===== config.mk =====
export PLATFORM = sky130hd
export DESIGN_NAME = register_scoreboard
export DESIGN_NICKNAME = d
export VERILOG_FILES = /design/src/rtl/register_scoreboard.sv
export SDC_FILE = /design/constraint.sdc
export NUM_CORES = 1
export LEC_CHECK = 0
export ABC_CLOCK_PERIOD_IN_PS = 4000
export BUFFER_PORTS_ARGS = -buffer_cell sky130_fd_sc_hd__buf_4
export CAP_MARGIN = 10
export CORE_ASPECT_RATIO = 1.5
export CORE_MARGIN = 2
export CORE_UTILIZATION = 29
export CTS_CLUSTER_SIZE = 28
export DETAILED_ROUTE_END_ITERATION = 12
export PLACE_DENSITY_LB_ADDON = 0.05
export SLEW_MARGIN = 15
export SYNTH_ARGS = -nofsm -noshare
export SYNTH_HDL_FRONTEND = slang
export SYNTH_SLANG_ARGS = --single-unit

===== constraint.sdc =====
create_clock -name clk -period 4 [get_ports clk]
set_input_delay 0.2 -clock clk [delete_from_list [all_inputs] [get_ports clk]]
set_output_delay 0.2 -clock clk [all_outputs]
set_load 0.1 [all_outputs]

===== src/rtl/register_scoreboard.sv =====
// Per-register pending-write scoreboard for GPR, FPR and EFLAGS with RAW/saturation stall.
// Optional stall counter output enabled by defining SCOREBOARD_STATS_EN.
module register_scoreboard #(
  parameter  int NREG  = 16,
  parameter  int CNT_W = 2,
  localparam int IW    = $clog2(NREG),
  localparam int RUT_W = 3 * IW + 10
) (
  input  logic             clk,
  input  logic             rst,
  input  logic             issue_valid,
  // rut layout, MSB first: d, s, t, from_gd, from_fd, to_gd, to_fd,
  // from_gs, from_fs, from_gt, from_ft, from_ef, to_ef
  input  logic [RUT_W-1:0] rut,
  output logic             issue_ready,
  input  logic             wb_gd_valid,
  input  logic [IW-1:0]    wb_gd,
  input  logic             wb_fd_valid,
  input  logic [IW-1:0]    wb_fd,
  input  logic             wb_ef_valid,
  input  logic             flush,
  output logic [NREG-1:0]  gpr_pending,
  output logic [NREG-1:0]  fpr_pending,
  output logic             ef_pending,
  output logic             busy
`ifdef SCOREBOARD_STATS_EN
  , output logic [31:0]    stall_cnt
`endif
);

  typedef struct packed {
    logic [IW-1:0] d;
    logic [IW-1:0] s;
    logic [IW-1:0] t;
    logic from_gd;
    logic from_fd;
    logic to_gd;
    logic to_fd;
    logic from_gs;
    logic from_fs;
    logic from_gt;
    logic from_ft;
    logic from_ef;
    logic to_ef;
  } rut_t;

  localparam logic [CNT_W-1:0] CNT_MAX = '1;

  rut_t             u;
  logic [CNT_W-1:0] gcnt [NREG];
  logic [CNT_W-1:0] fcnt [NREG];
  logic [CNT_W-1:0] ecnt;
  logic             raw_hazard;
  logic             sat_hazard;
  logic             accept;

  assign u = rut;

  // Hazards look only at current counters; a same-cycle writeback does not clear them.
  assign raw_hazard = (u.from_gs && gcnt[u.s] != '0) ||
                      (u.from_gt && gcnt[u.t] != '0) ||
                      (u.from_gd && gcnt[u.d] != '0) ||
                      (u.from_fs && fcnt[u.s] != '0) ||
                      (u.from_ft && fcnt[u.t] != '0) ||
                      (u.from_fd && fcnt[u.d] != '0) ||
                      (u.from_ef && ecnt != '0);

  assign sat_hazard = (u.to_gd && gcnt[u.d] == CNT_MAX) ||
                      (u.to_fd && fcnt[u.d] == CNT_MAX) ||
                      (u.to_ef && ecnt == CNT_MAX);

  assign issue_ready = !flush && !raw_hazard && !sat_hazard;
  assign accept      = issue_valid && issue_ready;

  // Writeback to an idle counter is dropped; increment cannot overflow because
  // a saturated target blocks issue.
  function automatic logic [CNT_W-1:0] next_cnt(input logic [CNT_W-1:0] c,
                                                input logic inc, input logic dec);
    logic dec_eff;
    dec_eff = dec && (c != '0);
    if (inc && !dec_eff)      return c + CNT_W'(1);
    else if (dec_eff && !inc) return c - CNT_W'(1);
    else                      return c;
  endfunction

  always_ff @(posedge clk or posedge rst) begin
    if (rst) begin
      for (int i = 0; i < NREG; i++) begin
        gcnt[i] <= '0;
        fcnt[i] <= '0;
      end
      ecnt <= '0;
    end else if (flush) begin
      for (int i = 0; i < NREG; i++) begin
        gcnt[i] <= '0;
        fcnt[i] <= '0;
      end
      ecnt <= '0;
    end else begin
      for (int i = 0; i < NREG; i++) begin
        gcnt[i] <= next_cnt(gcnt[i], accept && u.to_gd && (u.d == IW'(i)),
                            wb_gd_valid && (wb_gd == IW'(i)));
        fcnt[i] <= next_cnt(fcnt[i], accept && u.to_fd && (u.d == IW'(i)),
                            wb_fd_valid && (wb_fd == IW'(i)));
      end
      ecnt <= next_cnt(ecnt, accept && u.to_ef, wb_ef_valid);
    end
  end

  always_comb begin
    gpr_pending = '0;
    fpr_pending = '0;
    for (int i = 0; i < NREG; i++) begin
      gpr_pending[i] = (gcnt[i] != '0);
      fpr_pending[i] = (fcnt[i] != '0);
    end
  end

  assign ef_pending = (ecnt != '0);
  assign busy       = (|gpr_pending) || (|fpr_pending) || ef_pending;

`ifdef SCOREBOARD_STATS_EN
  // Counts stalled issue attempts; only rst clears it, flush does not.
  always_ff @(posedge clk or posedge rst) begin
    if (rst) begin
      stall_cnt <= '0;
    end else if (issue_valid && !issue_ready) begin
      stall_cnt <= stall_cnt + 32'd1;
    end
  end
`endif

endmodule


### Word-level counts from Yosys, hierarchy flattened

Index checks and enable logic that the tools add are counted.

* reduce and logical (&&, ||, !) cells: 335
* add/sub/neg operators: 66
* mux-type cells: 87
* $lt $le $gt $ge: 3
* bitwise operators: 3
* equality and inequality tests: 48

Operators with widths (count)
* $logic_and 1x1->1: 179
* $mux 2: 79
* $reduce_bool 3->1: 33
* $eq 4x4->1 const B: 24
* $reduce_bool 2->1: 39
* $logic_not 1->1: 69
* $add 2x1->2 const B: 33
* $sub 2x1->2 const B: 33
* $mux 32: 2
* $bmux 2 s4: 6
* $eq 4x3->1 const B: 12
* $reduce_or 16->1: 2
* $eq 4x2->1 const B: 6
* $ge 5x5->1 const B: 3
* $not 4->5: 3
* $eq 4x1->1 const B: 3
* $logic_not 4->1: 3
* $logic_or 1x1->1: 10
* $eq 2x2->1 const B: 3

* register bits after elaboration: 66

### Depth between registers and ports, before layout

Gate-level depths: netlist of run 1.

* word-level depth: 23
* gate-level depth with buffers: 11
* mapped depth without buffers: 8

### Worst setup path before layout of run 1

OpenSTA, ideal clock, no wires.

* path type: reg-to-output
* start: register fcnt[28] (netlist bit)
* end: output issue_ready
* arrival: 3897 ps
* slack: -97 ps
* required time: 3800 ps
* stages on the path, launching flop included: 10
* cell sequence: dfrtp_1 > or2_1 > mux4_1 > nor2_1 > nor4b_1 > nor4b_2 > buf_2 > buf_1 > nand2_1 > nor2_1

* cells in the longest elaborated chain, start to end: 12

Ends and longest elaborated chain
* start, declared: RTL line 51 `logic [CNT_W-1:0] fcnt [NREG];`
* start signal, assigned by index: RTL line 103 `fcnt[i] <= next_cnt(fcnt[i], accept && u.to_fd && (u.d == IW'(i)),`
* $bmux 2 s4: RTL line 63 `(u.from_fs && fcnt[u.s] != '0) ||`
* $mux 2 (not written as such) (2 in series): RTL line 63
* $reduce_bool 2->1: RTL line 63
* $logic_and 1x1->1: RTL line 63
* $logic_or 1x1->1: RTL line 62 `(u.from_gd && gcnt[u.d] != '0) ||`
* $logic_or 1x1->1: RTL line 63
* $logic_or 1x1->1: RTL line 64 `(u.from_ft && fcnt[u.t] != '0) ||`
* $logic_or 1x1->1: RTL line 65 `(u.from_fd && fcnt[u.d] != '0) ||`
* $logic_not 1->1: RTL line 72 `assign issue_ready = !flush && !raw_hazard && !sat_hazard;`
* $logic_and 1x1->1: RTL line 72
* $logic_and 1x1->1 (*): RTL line 72
* end, declared: RTL line 15 `output logic issue_ready,`

Every way passes the cells marked *; elsewhere a longest branch is shown, timed or not. The select of a mux whose other input is x is not followed.

### Worst setup path in the final report of run 1

* start: register fcnt[8] (netlist bit)
* end: register gcnt[0] (netlist bit)

* cells in the longest elaborated chain, start to end: 18

Ends and longest elaborated chain
* $bmux 2 s4: RTL line 63
* $mux 2 (not written as such) (2 in series): RTL line 63
* $reduce_bool 2->1: RTL line 63
* $logic_and 1x1->1: RTL line 63
* $logic_or 1x1->1: RTL line 62
* $logic_or 1x1->1: RTL line 63
* $logic_or 1x1->1: RTL line 64
* $logic_or 1x1->1: RTL line 65
* $logic_not 1->1: RTL line 72
* $logic_and 1x1->1: RTL line 72
* $logic_and 1x1->1 (*): RTL line 72
* $logic_and 1x1->1 (*): RTL line 73 `assign accept = issue_valid && issue_ready;`
* $logic_and 1x1->1 (*) (2 in series): RTL line 101 `gcnt[i] <= next_cnt(gcnt[i], accept && u.to_gd && (u.d == IW'(i)),`
* $logic_and 1x1->1 or $logic_not 1->1 (tied branches): RTL line 81, 82
* $mux 2 or $logic_and 1x1->1 (tied branches): RTL line 81, 82
* $mux 32 or $reduce_bool 3->1 (tied branches)
* end signal, assigned by index: RTL line 101
* end, declared: RTL line 50 `logic [CNT_W-1:0] gcnt [NREG];`

Marked as above.
A chain may end at the register's enable or synchronous reset.

==> flow_metrics.env, run 1 <==
export IMPL_status="complete, no violations"
export IMPL_syn_num_nets=736
export IMPL_first_global_vias=6361
export IMPL_endpoint_kind="flop"
export IMPL_finalCritPeriodShare=0.882
export IMPL_fp_dieH_um=188
export IMPL_htree_levels=3
export IMPL_ant_nets=0
export IMPL_startpoint_type="flop"
export IMPL_fin_nets=778
export IMPL_drive_gt1_frac=0.283
export IMPL_core_area_mm2=0.0223
export IMPL_grt_use_total=0.231
export IMPL_p_leak_nw=3.06
export IMPL_crit_path_max_incr_delay_ps=610
export IMPL_crit_family="multiplexers"
export IMPL_grt_pass1_wl_um=41300
export IMPL_placedCellCount=1005
export IMPL_ir_drop_mv=0.189
export IMPL_p_int_mw=1.30
export IMPL_synth_seq_cells=66
export IMPL_yosysWarnings=0
export IMPL_route_detailed_wl_per_inst_um=26.7
export IMPL_clk_pin_slew_ps=60
export IMPL_area_growth_pct=16.2
export IMPL_gp_congestion=0.909
export IMPL_cts_buffers=9
export IMPL_vias=6287
export IMPL_finalMaxSlewViolations=0
export IMPL_total_power_mw=1.89
export IMPL_worstPathArrival_ps=3760
export IMPL_cp_common_cell="mux4_2"
export IMPL_netlist_top_cells_count="dfrtp_1, nor2_1, nand4_1"
export IMPL_synth_area_top_cells="dfrtp_1, mux4_2, o311ai_2"
export IMPL_synth_cell_type_count=59
export IMPL_rsz0062_at_grt="no"
export IMPL_root_buffer="clkbuf_16"
export IMPL_power_frac_seq=0.357
export IMPL_clkLatencyLatePin_ps=350
export IMPL_cts_setup_buffers=0
export IMPL_synth_edf_count=0
export IMPL_cts_sinks=66
export IMPL_cts_tree="built"
export IMPL_async_flop_share=1.00
export IMPL_dieArea_mm2=0.0238
export IMPL_antenna_found_initial=0
export IMPL_path_cells="nor2_1, inv_2, mux4_2, mux4_2, a221oi_4, and4_1, nand4b_1, mux2_1"
export IMPL_hold_viol=0
export IMPL_slew_headroom=0.219
export IMPL_layout_cells_non_filler=1021
export IMPL_p_comb_frac=0.182
export IMPL_grt_max_degree=88
export IMPL_drt_initial_drc_count=457
export IMPL_critPathKind="flop to flop"
export IMPL_synthCells=699
export IMPL_swShare=0.313
export IMPL_portBuffers=71
export IMPL_viasPerCell=6.16
export IMPL_tns_ps=0
export IMPL_fmax_ghz=0.284
export IMPL_worst_slew_pin_slew_ps=1170
export IMPL_die_x_um=127
export IMPL_rows=67
export IMPL_cp_slowest_cell="and4_1"
export IMPL_cp_max_fo=9
export IMPL_drc_errors=0
export IMPL_synth_most_common_cell="dfrtp_1"
export IMPL_hold_path_class="primary input to flop"
export IMPL_yosysSeqAreaShare=0.252
export IMPL_path_buf_inv=1
export IMPL_dp_hpwl_um=19600
export IMPL_syn_avg_cell_area_um2=9.37
export IMPL_powerDensity_mw_per_mm2=248
export IMPL_synth_top_area_share=0.252
export IMPL_clockPowerShare=0.461
export IMPL_routed_wl_um=27200
export IMPL_maxCapViolations=0
export IMPL_worstPathRequired_ps=4230
export IMPL_setup_viol=0
export IMPL_syn_cell_area_mm2=0.00655
export IMPL_start_util=0.294
export IMPL_period_needed_ps=3530
export IMPL_io_pins=72
export IMPL_synth_top_area_cell="dfrtp_1"
export IMPL_clk_path_buf_depth=2
export IMPL_synthFlopType="dfrtp_1"
export IMPL_finClkSkew_ps=7.31
export IMPL_antennaDiodeCount=0
export IMPL_drt_first_pass_iters=5
export IMPL_grt_overflow=0
export IMPL_p_sw_mw=0.591
[cell type report]
class / instances / area [µm²]
Clock inverter: 2 / 35.0
Fill cell: 2309 / 14700
Timing Repair Buffer: 91 / 711
Clock buffer: 13 / 270
Inverter: 41 / 158
Sequential cell: 66 / 1650
Tap cell: 276 / 345
Multi-Input combinational cell: 532 / 4440
[power groups by stage]
stage / combinational, mW / clock (mW) / sequential [mW]
finish: 0.343 / 0.871 / 0.673
global route: 0.364 / 0.908 / 0.673
CTS: 0.344 / 0.882 / 0.673
detailed placement: 0.343 / 0 / 0.685
global placement: 0.341 / 0 / 0.685
floorplan: 0.213 / 0 / 0.684
[routing by layer]
metal | GRT usage | routed length, µm
met4 | 0.101 | 1000
met3 | 0.0168 | 788
met2 | 0.441 | 15200
met5 | 0 | 0
met1 | 0.258 | 10200
[worst paths after layout]
check	cells past startpoint	slack, ps	to	from
max	8	470	gcnt[0]	fcnt[8]
min reg2reg	2	560	ecnt[1]	ecnt[1]
min in group asynchronous	3	460	fcnt[24]	rst
max in group asynchronous	4	2410	gcnt[18]	rst
min	4	190	ecnt[1]	wb_ef_valid
max reg2reg	8	470	gcnt[0]	fcnt[8]
[logic make-up after synthesis]
group	count (synthesis)	synth area share
AND/OR/NAND/NOR	342	0.319
buffers and inverters	101	0.0722
AO/OA/AOI/OAI	86	0.135
multiplexers	73	0.180
flip-flops	66	0.252
XOR/XNOR	31	0.0414
[stage by stage]
step	hold slack (ps)	util	setup slack [ps]	area [µm²]
finish	191	0.341	473	7610
global route	247	0.341	322	7610
CTS	185	0.341	449	7610
detailed placement	310	0.327	473	7290
global placement	312	0.327	500	7290
floorplan	428	-	349	6550
[worst reg2reg max path, stage by stage, from the launching register on]
cell and delay, ps:
dfrtp_1 430, nor2_1 290, inv_2 110, mux4_2 470, mux4_2 520, a221oi_4 480, and4_1 610, nand4b_1 170
mux2_1 330
[repair_timing]
item	CTS	global route
resized for setup	0	0
hold buffers	1	0
endpoints found under the hold margin	23	0
[cell usage in the layout, fill, tap and decap left out, types with 12 or more instances in the layout]
cell type  Yosys  routed
and2_1        27      27
buf_4          7      88
dfrtp_1       66      66
inv_1         26      25
inv_2         13      14
mux2_1        23      23
mux2i_1       17      17
mux4_2        31      31
nand2_1       47      47
nand4_1       48      48
nand4b_1      25      25
nor2_1        58      57
nor3_1        29      29
nor4b_1       29      29
o311ai_0      28      28
o311ai_2      26      26
or2_2         12      12
xnor2_1       28      28
[flip-flops by register name, summed over array words and instances, names as in the netlist]
| signal | cells |
|---|---|
| ecnt | 2 |
| fcnt | 32 |
| gcnt | 32 |
(Power assumes the default switching activity.)
==> inputs of run 2 (changes only) <==
--- a/config.mk
+++ b/config.mk
@@ -11,9 +11,8 @@
 export CORE_ASPECT_RATIO = 1.5
 export CORE_MARGIN = 2
 export CORE_UTILIZATION = 29
-export CTS_CLUSTER_SIZE = 28
 export DETAILED_ROUTE_END_ITERATION = 12
-export PLACE_DENSITY_LB_ADDON = 0.05
+export PLACE_DENSITY = 0.52
 export SLEW_MARGIN = 15
 export SYNTH_ARGS = -nofsm -noshare
 export SYNTH_HDL_FRONTEND = slang
==> run 2 against run 1 <==
- global-route usage decreased by 2.8 points
- sequential cell count unchanged
- non-clock buffer count decreased by 1
- setup slack improved by 94 ps
- power decreased by 6.7%
- register-to-register slack improved by 90 ps
- final cell count unchanged
- via count decreased by 3.8%
- die area unchanged
- critical path depth unchanged
- largest cell class unchanged
==> flow_metrics.env, run 2 (synthesis gave the netlist of run 1 again) <==
export IMPL_tns_ps=0
export IMPL_dp_hpwl_um=17600
export IMPL_grtUsageMet1=0.229
export IMPL_slew_headroom=0.345
export IMPL_antennaDiodeCount=0
export IMPL_period_needed_ps=3430
export IMPL_worstPathArrival_ps=3650
export IMPL_drc_errors=0
export IMPL_place_ws_ps=608
export IMPL_setup_viol=0
export IMPL_cp_max_fo=9
export IMPL_finalMaxSlewViolations=0
export IMPL_crit_family="multiplexers"
export IMPL_critPathKind="flop to flop"
export IMPL_first_global_vias=6065
export IMPL_drt_first_pass_iters=5
export IMPL_grt_use_met2=0.372
export IMPL_design_area_mm2=0.00756
export IMPL_root_buffer="clkbuf_16"
export IMPL_grt_busiest_layer="met2"
export IMPL_io_pins=72
export IMPL_area_growth_pct=15.4
export IMPL_powerDensity_mw_per_mm2=233
export IMPL_viasPerCell=5.92
export IMPL_final_cell_mix="buf_4, dfrtp_1, nor2_1, nand4_1, nand2_1"
export IMPL_drive_gt1_frac=0.281
export IMPL_clk_path_buf_depth=2
export IMPL_clk_pin_slew_ps=60
export IMPL_worst_slack_ps=568
export IMPL_ir_drop_mv=0.160
export IMPL_cts_sinks=66
export IMPL_postPlaceCellArea_mm2=0.00729
export IMPL_p_leak_nw=3.03
export IMPL_finalCritPeriodShare=0.858
export IMPL_worst_slew_pin_slew_ps=982
export IMPL_drt_initial_drc_count=445
export IMPL_clkLatencyLatePin_ps=350
export IMPL_antenna_found_initial=0
export IMPL_cp_common_cell="mux4_2"
export IMPL_dieArea_mm2=0.0238
export IMPL_hold_viol=0
export IMPL_reg2reg_to="gcnt[12]"
export IMPL_crit_path_max_incr_delay_ps=540
export IMPL_core_area_mm2=0.0223
export IMPL_use_met3=0.0205
export IMPL_routed_wl_um=24000
export IMPL_gp_congestion=0.917
export IMPL_fmax_ghz=0.291
export IMPL_final_core_util=0.339
export IMPL_endpoint_kind="flop"
export IMPL_grt_pass1_wl_um=36900
export IMPL_cts_tree="built"
export IMPL_status="complete, no violations"
export IMPL_cp_slowest_cell="and4_1"
export IMPL_ant_nets=0
export IMPL_reg2reg_depth=8
export IMPL_r2r_start="fcnt[15]"
export IMPL_post_cts_resize_count=0
export IMPL_cts_buffers=9
export IMPL_total_power_mw=1.76
export IMPL_hold_path_class="primary input to asynchronous set/reset pin"
export IMPL_route_detailed_wl_per_inst_um=23.5
export IMPL_hold_buffers=0
export IMPL_grt_max_degree=64
export IMPL_cp_startpoint="fcnt[15]"
export IMPL_fin_nets=777
export IMPL_finClkSkew_ps=8.31
export IMPL_path_buf_inv=1
export IMPL_maxCapViolations=0
export IMPL_fp_dieH_um=188
export IMPL_path_cells="nor2_1, inv_2, mux4_2, mux4_2, a221oi_4, and4_1, nand4b_1, mux2_1"
export IMPL_top_regs="fcnt (32), gcnt (32), ecnt (2)"
export IMPL_start_util=0.294
export IMPL_grt_use_total=0.203
export IMPL_mostFrequentLayoutCell="buf_4"
export IMPL_htree_levels=3
export IMPL_die_x_um=127
export IMPL_rsz0062_at_grt="no"
export IMPL_portBuffers=71
export IMPL_worstPathRequired_ps=4220
export IMPL_r2r_setup_slack_ps=570
export IMPL_startpoint_type="flop"
export IMPL_vias=6045
export IMPL_rows=67
export IMPL_cts_setup_buffers=0
export IMPL_grt_overflow=0
## run 2: cell count changes in the layout (fill, tap and decap cells not counted), sizes merged
cell	previous run	this run
inv	40	41
bufinv	1	0
clkbuf	13	14
clkinvlp	0	1
clkinv	2	1
dlygate4sd3	1	0
## run 2: metal layers
| metal | vias up | share of wire |
|---|---|---|
| met5 | - | 0 |
| met4 | 0 | 0.047 |
| met3 | 58 | 0.030 |
| met2 | 189 | 0.55 |
| met1 | 3045 | 0.38 |
| li1 | 2753 | - |
## run 2: where the power goes
group          internal, mW  leakage (nW)  switching (mW)  total (mW)
clock network         0.437         0.127           0.319       0.756
registers             0.670         0.922         0.00327       0.673
logic                0.0952          1.98           0.235       0.331
total                  1.20          3.03           0.558        1.76
## run 2: how the worst max path moves through the flow
stage	end	slack [ps]	depth (start not counted)
2_1_floorplan	issue_ready	350	9
3_3_place_gp	fcnt[18]	590	8
3_5_place_dp	gcnt[12]	610	8
4_1_cts	gcnt[12]	570	8
5_1_grt	issue_ready	440	8
6_report	gcnt[12]	570	8
## run 2: stage by stage
stage / hold slack (ps) / cells
2_1_floorplan: 428 / 699
3_3_place_gp: 500 / 1005
3_5_place_dp: 490 / 1005
4_1_cts: 127 / 1021
5_1_grt: 162 / 1021
6_report: 83.7 / 1021
## run 2: final cells by class
| class | count | area, µm² |
|---|---|---|
| fill | 2330 | 14700 |
| sequential | 66 | 1650 |
| multi-input combinational | 532 | 4440 |
| tap | 276 | 345 |
| inverter | 41 | 156 |
| clock buffer | 14 | 254 |
| clock inverter | 2 | 12.5 |
| timing repair buffer | 90 | 701 |
==> inputs of run 3 (changes only) <==
--- a/config.mk
+++ b/config.mk
@@ -5,11 +5,10 @@
 export SDC_FILE = /design/constraint.sdc
 export NUM_CORES = 1
 export LEC_CHECK = 0
-export ABC_CLOCK_PERIOD_IN_PS = 4000
+export ABC_CLOCK_PERIOD_IN_PS = 4100
 export BUFFER_PORTS_ARGS = -buffer_cell sky130_fd_sc_hd__buf_4
 export CAP_MARGIN = 10
 export CORE_ASPECT_RATIO = 1.5
-export CORE_MARGIN = 2
 export CORE_UTILIZATION = 29
 export DETAILED_ROUTE_END_ITERATION = 12
 export PLACE_DENSITY = 0.52
==> constraint.sdc (replaced) <==
create_clock -name clk -period 4.1 [get_ports clk]
set_input_delay 0.205 -clock clk [delete_from_list [all_inputs] [get_ports clk]]
set_output_delay 0.205 -clock clk [all_outputs]
set_load 0.1 [all_outputs]
==> run 3 against run 2 <==
- sequential power down 2%
- clock skew barely moved
- critical endpoint is now fcnt[16]
- sequential cell count unchanged
- combinational power fell by 3%
==> flow_metrics.env, run 3 (synthesis gave the netlist of run 1 again) <==
export IMPL_tns_ps=0
export IMPL_place_ws_ps=716
export IMPL_core_area_mm2=0.0222
export IMPL_vias=6163
export IMPL_drive_gt1_frac=0.280
export IMPL_fin_nets=775
export IMPL_power_frac_seq=0.379
export IMPL_die_x_um=125
export IMPL_cp_common_cell="mux4_2"
export IMPL_ir_drop_mv=0.169
export IMPL_endpoint_kind="flop"
export IMPL_gp_congestion=0.921
export IMPL_p_int_mw=1.18
export IMPL_clkLatencyLatePin_ps=350
export IMPL_critPathKind="flop to flop"
export IMPL_worst_slack_ps=650
export IMPL_startpoint_type="flop"
export IMPL_area_growth_pct=15.1
export IMPL_drt_first_pass_iters=5
export IMPL_met1_length_um=9180
export IMPL_grt_use_total=0.212
export IMPL_period_needed_ps=3450
export IMPL_p_leak_nw=3.02
export IMPL_final_cell_mix="buf_4, dfrtp_1, nor2_1, nand4_1, nand2_1"
export IMPL_ant_nets=0
export IMPL_worstPathRequired_ps=4330
export IMPL_htree_levels=3
export IMPL_cts_buffers=9
export IMPL_path_cells="nor2_1, inv_2, mux4_2, mux4_2, a221oi_4, and4_1, nand4b_1, mux2_1"
export IMPL_crit_path_max_incr_delay_ps=560
export IMPL_maxCapViolations=0
export IMPL_hold_buffers=0
export IMPL_status="complete, no violations"
export IMPL_clk_path_buf_depth=2
export IMPL_cts_tree="built"
export IMPL_swShare=0.317
export IMPL_antennaDiodeCount=0
export IMPL_fmax_ghz=0.290
export IMPL_finClkSkew_ps=8.27
export IMPL_total_power_mw=1.74
export IMPL_hold_path_class="primary input to asynchronous set/reset pin"
export IMPL_hold_viol=0
export IMPL_rsz0062_at_grt="no"
export IMPL_cts_sinks=66
export IMPL_post_cts_resize_count=0
export IMPL_finalCritPeriodShare=0.842
export IMPL_viasPerCell=6.05
export IMPL_fp_dieH_um=186
export IMPL_slew_headroom=0.290
export IMPL_wl_met2_um=12600
export IMPL_grt_pass1_wl_um=37300
export IMPL_start_util=0.295
export IMPL_cts_setup_buffers=0
export IMPL_cp_slowest_cell="and4_1"
export IMPL_clockPowerShare=0.436
export IMPL_antenna_found_initial=0
export IMPL_dieArea_mm2=0.0232
export IMPL_drt_initial_drc_count=406
export IMPL_worst_slew_pin_slew_ps=1070
export IMPL_cp_max_fo=9
export IMPL_io_pins=72
export IMPL_setup_viol=0
export IMPL_dp_hpwl_um=17400
export IMPL_drc_errors=0
export IMPL_grt_overflow=0
export IMPL_powerDensity_mw_per_mm2=230
export IMPL_topRoutingLayerUsed="met4"
export IMPL_finalMaxSlewViolations=0
export IMPL_route_detailed_wl_per_inst_um=23.6
export IMPL_p_comb_frac=0.185
export IMPL_mostFrequentLayoutCell="buf_4"
export IMPL_fillerInstances=2300
export IMPL_r2r_setup_slack_ps=650
export IMPL_top_regs="fcnt (32), gcnt (32), ecnt (2)"
export IMPL_wl_met3_um=772
export IMPL_clk_pin_slew_ps=60
export IMPL_routed_wl_um=24000
export IMPL_path_buf_inv=1
export IMPL_rows=67
export IMPL_grt_max_degree=64
export IMPL_p_sw_mw=0.550
export IMPL_worstPathArrival_ps=3680
export IMPL_root_buffer="clkbuf_16"
export IMPL_first_global_vias=6415
export IMPL_portBuffers=71
export IMPL_crit_family="multiplexers"
## run 3: changes by cell type in the layout (fill, tap and decap cells not counted), sizes merged
cell,delta
clkbuf,-1
buf,-2
## run 3: final cells by class
cell class                      instances  area, µm²  area share
Clock inverter                          2       12.5     0.00166
Timing Repair Buffer                   88        673      0.0893
Tap cell                              276        345      0.0458
Clock buffer                           13        260      0.0345
Multi-Input combinational cell        532       4440       0.589
Sequential cell                        66       1650       0.219
Inverter                               41        156      0.0207
## run 3: path summary, 6_finish.rpt
kind / cells after the start / end / from
setup / recovery: 8 / fcnt[16] / fcnt[14]
hold / removal: 2 / fcnt[30] / rst
setup reg to reg: 8 / fcnt[16] / fcnt[14]
hold reg to reg: 2 / ecnt[1] / ecnt[1]
max in group asynchronous: 3 / gcnt[17] / rst
min in group clk: 4 / ecnt[1] / wb_ef_valid
## run 3: power groups by stage
stage | clock [mW] | combinational, mW | sequential, mW
floorplan | 0 | 0.208 | 0.668
global placement | 0 | 0.322 | 0.669
detailed placement | 0 | 0.321 | 0.669
CTS | 0.760 | 0.321 | 0.657
global route | 0.792 | 0.342 | 0.657
finish | 0.756 | 0.322 | 0.657
## run 3: per-layer routing
| layer | up-vias | GRT usage |
|---|---|---|
| li1 | 2749 | - |
| met1 | 3133 | 0.232 |
| met2 | 199 | 0.377 |
| met3 | 82 | 0.0270 |
| met4 | 0 | 0.149 |
| met5 | - | 0 |
## run 3: metrics by stage
stage | hold slack (ps) | cell area, µm² | instances | utilization
finish | 62.3 | 7540 | 1018 | 0.339
CTS | 92.1 | 7540 | 1018 | 0.339
global route | 133 | 7540 | 1018 | 0.339
floorplan | 433 | 6550 | 699 | -
global placement | 467 | 7270 | 1003 | 0.327
detailed placement | 457 | 7270 | 1003 | 0.327
